### config.mk
export PLATFORM = sky130hd
export DESIGN_NAME = if_fetch_stage
export DESIGN_NICKNAME = d
export VERILOG_FILES = /design/src/rtl/mips_pkg.sv /design/src/rtl/add_32.sv /design/src/rtl/if_fetch_stage.sv
export SDC_FILE = /design/constraint.sdc
export NUM_CORES = 1
export LEC_CHECK = 0
export ABC_AREA = 1
export ABC_CLOCK_PERIOD_IN_PS = 1600
export BUFFER_PORTS_ARGS = -buffer_cell sky130_fd_sc_hd__buf_2
export CORE_MARGIN = 2
export CORE_UTILIZATION = 30
export DETAILED_ROUTE_END_ITERATION = 12
export PLACE_DENSITY = 0.52
export SYNTH_ARGS = -nofsm -noshare
export SYNTH_HDL_FRONTEND = slang
export SYNTH_SLANG_ARGS = --single-unit
### constraint.sdc
create_clock -name clk -period 1.6 [get_ports clk]
set_clock_uncertainty 0.2 [all_clocks]
set_input_delay 0.16 -clock clk [delete_from_list [all_inputs] [get_ports clk]]
set_output_delay 0.16 -clock clk [all_outputs]
set_load 0.005 [all_outputs]
### src/rtl/mips_pkg.sv
`default_nettype none
// ============================================================================
//  Module      : mips_pkg
//  Description : Shared constants and helpers for the 5-stage MIPS pipeline.
//                XLEN        - datapath width
//                INSTR_BYTES - size of one instruction word in bytes
//                NOP_WORD    - encoding of sll $0,$0,0
//                PC_RESET    - default program-counter reset value
//  Revision    : 1.0 - initial release
// ============================================================================
package mips_pkg;

    localparam int               XLEN        = 32;
    localparam int               INSTR_BYTES = 4;
    localparam logic [XLEN-1:0]  NOP_WORD    = 32'h0000_0000;
    localparam logic [XLEN-1:0]  PC_RESET    = 32'h0000_0000;

    // Instruction addresses are word aligned; drop the byte-offset bits.
    function automatic logic [XLEN-1:0] word_align(input logic [XLEN-1:0] addr);
        return {addr[XLEN-1:2], 2'b00};
    endfunction

endpackage : mips_pkg
`default_nettype wire

### src/rtl/add_32.sv
`default_nettype none
// ============================================================================
//  Module      : add_32
//  Description : 32-bit modulo-2^32 adder, no carry-out.
//  Ports       : a   (in,  32) - first operand
//                b   (in,  32) - second operand
//                sum (out, 32) - a + b, truncated to 32 bits
//  Revision    : 1.0 - initial release
// ============================================================================
module add_32 (
    input  logic [31:0] a,
    input  logic [31:0] b,
    output logic [31:0] sum
);

    assign sum = a + b;

endmodule : add_32
`default_nettype wire

### src/rtl/if_fetch_stage.sv
`default_nettype none
// ============================================================================
//  Module      : if_fetch_stage
//  Description : Instruction-fetch stage. Holds the PC, drives the
//                instruction-memory address, computes PC+4, selects the next
//                PC (redirect > stall > sequential) and loads the IF/ID
//                pipeline register.
//  Ports       : clk                 (in,   1) rising-edge clock
//                rst                 (in,   1) synchronous active-high reset
//                stall               (in,   1) hold PC and IF/ID
//                redirect            (in,   1) flush IF/ID, load redirect_pc
//                redirect_pc         (in,  32) redirect target
//                imem_addr           (out, 32) instruction-memory address
//                imem_rdata          (in,  32) instruction word at imem_addr
//                if_id_valid         (out,  1) IF/ID holds a real instruction
//                if_id_instr         (out, 32) IF/ID instruction
//                if_id_pc4           (out, 32) IF/ID PC+4
//                redirect_misaligned (out,  1) last redirect target unaligned
//                fetch_cnt           (out, 32) instructions loaded since reset
//  Revision    : 1.0 - initial release
// ============================================================================
module if_fetch_stage
    import mips_pkg::*;
#(
    parameter logic [31:0] RESET_PC  = PC_RESET,
    parameter logic [31:0] NOP_INSTR = NOP_WORD
) (
    input  logic        clk,
    input  logic        rst,
    input  logic        stall,
    input  logic        redirect,
    input  logic [31:0] redirect_pc,
    output logic [31:0] imem_addr,
    input  logic [31:0] imem_rdata,
    output logic        if_id_valid,
    output logic [31:0] if_id_instr,
    output logic [31:0] if_id_pc4,
    output logic        redirect_misaligned,
    output logic [31:0] fetch_cnt
);

    localparam logic [XLEN-1:0] c_instr_bytes = XLEN'(INSTR_BYTES);

    logic [XLEN-1:0] r_pc;
    logic            r_valid;
    logic [XLEN-1:0] r_instr;
    logic [XLEN-1:0] r_pc4;
    logic            r_misaligned;
    logic [XLEN-1:0] r_fetch_cnt;

    logic [XLEN-1:0] w_pc4;
    logic [XLEN-1:0] w_pc_next;
    logic            w_load;

    add_32 u_pc_adder (
        .a   (r_pc),
        .b   (c_instr_bytes),
        .sum (w_pc4)
    );

    // Redirect outranks stall: a taken branch/jump in EX must not be lost
    // just because the hazard unit is holding the front end.
    always_comb begin
        w_pc_next = w_pc4;
        if (redirect) begin
            w_pc_next = word_align(redirect_pc);
        end else if (stall) begin
            w_pc_next = r_pc;
        end
    end

    assign w_load = !redirect && !stall;

    always_ff @(posedge clk) begin
        if (rst) begin
            r_pc         <= RESET_PC;
            r_valid      <= 1'b0;
            r_instr      <= NOP_INSTR;
            r_pc4        <= '0;
            r_misaligned <= 1'b0;
            r_fetch_cnt  <= '0;
        end else begin
            r_pc         <= w_pc_next;
            r_misaligned <= redirect && (redirect_pc[1:0] != 2'b00);
            if (redirect) begin
                r_valid <= 1'b0;
                r_instr <= NOP_INSTR;
                r_pc4   <= '0;
            end else if (w_load) begin
                r_valid     <= 1'b1;
                r_instr     <= imem_rdata;
                r_pc4       <= w_pc4;
                r_fetch_cnt <= r_fetch_cnt + 32'd1;
            end
        end
    end

    assign imem_addr           = r_pc;
    assign if_id_valid         = r_valid;
    assign if_id_instr         = r_instr;
    assign if_id_pc4           = r_pc4;
    assign redirect_misaligned = r_misaligned;
    assign fetch_cnt           = r_fetch_cnt;

endmodule : if_fetch_stage
`default_nettype wire

==> flow_summary_export.csv <==
group,metric,value,unit
outcome,status,"complete, but fails checks",
outcome,violations,"negative hold slack, negative setup slack",
grt,grt_pass1_vias,6596,
worst_setup_path,r2r-start,"imem_addr[2]",
synthesis,yosys.cell_types.count,33,
power,switching_share,0.2419,
finish,nets,1344,
floorplan,start_util,0.3068,
floorplan,die_area,21120,um2
power,pwr-share-clk,0.495,
grt,globalRouteTotalUtil,0.2009,
clock_tree,clk_latency,0.42,ns
drt,drtIter0Drc,333,
timing,min_period,1.662,ns
clock_tree,cts.sinks,126,
floorplan,die_w,145.3,um
worst_setup_path,path_delay_family,"simple AND/OR/NAND/NOR gates",
grt,grt_antenna_before_repair,0,
worst_setup_path,critPathBufInv,3,
synthesis,ys.flop_type,"dfxtp_1",
timing,relSlewSlack,0.6374,
worst_setup_path,endpoint_kind,"flip-flop",
worst_setup_path,worstSetupPathType,"reg2reg",
synthesis,syn_inst,889,
power,powerDensity,808.1,nW/um2
finish,insertedDiodeCount,0,
synthesis,syn_avg_cell_area,6.739,um2
timing,fin_crit_sh,1.039,
finish,stdcell_count,1552,
place,placed_cells,1433,
clock_tree,numCtsBuffers,17,
worst_setup_path,rrSetupSlack,-0.06,ns
clock_tree,cts-root-buf,"clkbuf_16",
clock_tree,cts_max_level,4,
place,place.gp.congestion,0.8905,
run,maxCapViolations,0,
floorplan,core_area,19530,um2
drt,drc,0,
worst_setup_path,worstSetupStartpoint,"imem_addr[2]",
drt,wl_per_cell,14.25,um
drt,wirelength,22120,um
grt,grt_max_degree,51,
worst_setup_path,reg2regPathDepth,9,
power,combPwrFrac,0.109,
synthesis,syn_area,5991,um2
clock_tree,path_clk_slew,0.06,ns
drt,firstDrtPassIters,4,
place,hpwl,15260,um
synthesis,synth_edf_count,0,
synthesis,synth_warnings,0,
finish,fill_cells,1946,
power,power_frac_seq,0.397,
synthesis,synth-async-reset-ratio,0,
floorplan,core.rowCount,51,
hold_path,hp-start,"stall",
power,vdd_drop_max,0.7172,mV
timing,hold_ws,-0.008436,ns
clock_tree,clockBufferDepth,2,
finish,drive_gt1_frac,0.4297,
timing,slew_violations,0,
grt,grt_remaining_overflow,0,
worst_setup_path,crit_path_cell_trace,"buf_6 -> inv_4 -> nor2_4 -> nand2_4 -> nor2_4 -> buf_6 -> a21oi_2 -> o21ai_2 -> a21oi_2",
worst_setup_path,critPathMaxStageDelay,0.36,ns
timing,rsz0062_at_grt,"true",
grt,grt_pass1_wl,34090,um
worst_setup_path,setup.worst_path.end,"imem_addr[13]",
synthesis,ys_ff_latch,126,
drt,drtAntennaViolNets,0,
drt,via_per_inst,4.536,
finish,area_growth,71.49,%
place,portBuffers,193,
worst_setup_path,crit_required,1.68,ns
synthesis,ys_seq_area_frac,0.4211,
power,intPower,0.006294,W
floorplan,die_y,145.3,um
timing,setup_viol,19,
power,p_switching,0.002008,W
power,p_leak,4.459,nW
worst_setup_path,cp_max_fo,5,
timing,hold_viol,1,
worst_setup_path,cp.depth,9,
worst_setup_path,critPathSlowestCell,"dfxtp_4",
hold_path,hold_class,"in2reg",
floorplan,ios,198,
drt,vias,7040,
power,finalPower,0.008302,W
worst_setup_path,start_kind,"flip-flop",
timing,worstMarginPinSlew,0.5439,ns
worst_setup_path,worstReg2RegEnd,"imem_addr[13]",
timing,fmax,601.7,MHz
worst_setup_path,arrival,1.74,ns
clock_tree,cts_tree,"done",
timing,worst_slack,-0.06188,ns
[per-stage QoR]
stage | util | setup WS (ns) | setup TNS (ns) | instance area (um2)
3_5_place_dp | 0.4134 | -0.1779 | -2.566 | 8073
5_1_grt | 0.5261 | -0.1607 | -3.798 | 10270
6_report | 0.5261 | -0.06188 | -0.5153 | 10270
2_1_floorplan | - | 0.01454 | 0 | 6011
3_3_place_gp | 0.4134 | -0.1648 | -2.299 | 8073
4_1_cts | 0.4905 | -0.03947 | -0.1667 | 9578
[power groups by stage]
stage	logic (W)	clock network [W]	registers, W
2_1_floorplan	0.000304	0	0.00336
3_3_place_gp	0.000712	0	0.00334
3_5_place_dp	0.000711	0	0.00335
4_1_cts	0.000851	0.00420	0.00328
5_1_grt	0.000987	0.00431	0.00330
6_report	0.000903	0.00411	0.00329
[cell type report]
class / instances / area [um2] / share of cell area
clock inverters: 12 / 167.7 / 0.01632
inverters: 81 / 311.5 / 0.03033
well taps: 265 / 331.6 / 0.03227
repair buffers: 400 / 2798 / 0.2723
clock buffers: 20 / 446.7 / 0.04348
flip-flops and latches: 126 / 2596 / 0.2527
multi-input cells: 648 / 3622 / 0.3526
[registers in the layout (all words and copies together), names as in the netlist]
signal	flops
if_id_valid	1
redirect_misaligned	1
fetch_cnt	32
if_id_instr	32
imem_addr	30
if_id_pc4	30
[routing by layer]
metal / vias to the layer above / global-route usage / part of all wire
met4: 0 / 0.06275 / 0.015
met2: 171 / 0.3166 / 0.46
li1: 3610 / - / -
met1: 3238 / 0.2729 / 0.48
met3: 21 / 0.04748 / 0.047
met5: - / 0 / 0
[layout by cell type, fill, tap and decap left out, types with 13 or more instances in the layout]
cell	count
a21oi_2	16
nor2_1	46
nor2_2	20
o21ai_1	13
dfxtp_2	23
a21oi_1	92
dlygate4sd3_1	67
nand2_1	263
buf_6	14
o21ai_0	21
dfxtp_1	91
nand2_2	30
nor2_4	44
buf_4	121
buf_2	193
inv_1	74
nand3_1	24
clkbuf_16	17
[how the worst min path moves through the flow]
stage	endpoint	slack, ns	cells after the start
finish	fetch_cnt[3]	-0.008	5
global route	fetch_cnt[3]	0.02	5
CTS	fetch_cnt[3]	-0.02	5
detailed placement	if_id_instr[12]	0.22	3
global placement	if_id_instr[4]	0.21	3
floorplan	if_id_instr[0]	0.11	2
[Yosys cell counts, drive strengths merged, types with 6 or more instances]
master    n  area share
a21oi   108       0.090
a22o      6      0.0088
a31oi     9      0.0094
buf      16       0.017
clkbuf   21       0.013
dfxtp   126        0.42
inv      81       0.051
nand2   303        0.19
nand3    37       0.035
nand4     6      0.0063
nor2    110       0.086
nor3      7      0.0077
o21ai    39       0.033
xor2      7       0.010
[worst reg2reg max path, cell delays in order, from the launching register on]
cell and delay, ns:
dfxtp_4 0.36, buf_6 0.12, inv_4 0.04, nor2_4 0.15, nand2_4 0.13, nor2_4 0.18, buf_6 0.13, a21oi_2 0.05
o21ai_2 0.08, a21oi_2 0.08
[logic make-up (layout without fill, tap and decap cells)]
| logic type | after synthesis | in the layout | synth area share |
|---|---|---|---|
| flops | 126 | 126 | 0.4211 |
| other cells | 1 | 4 | 0.0006260 |
| xor+xnor | 11 | 11 | 0.01608 |
| buf+inv | 118 | 513 | 0.08104 |
| fa+ha+maj | 2 | 2 | 0.004176 |
| compound gates | 164 | 164 | 0.1435 |
| simple gates | 467 | 467 | 0.3335 |
[repair_timing]
action / in CTS / in global routing
hold buffers: 67 / 0
pin swaps: 20 / 58
buffers inserted: 7 / 13
endpoints found under the setup margin: 51 / 72
gates cloned: 0 / 0
endpoints found under the hold margin: 66 / 0
gates resized for setup: 56 / 187
No activity file was read; power rests on OpenSTA's default activity.
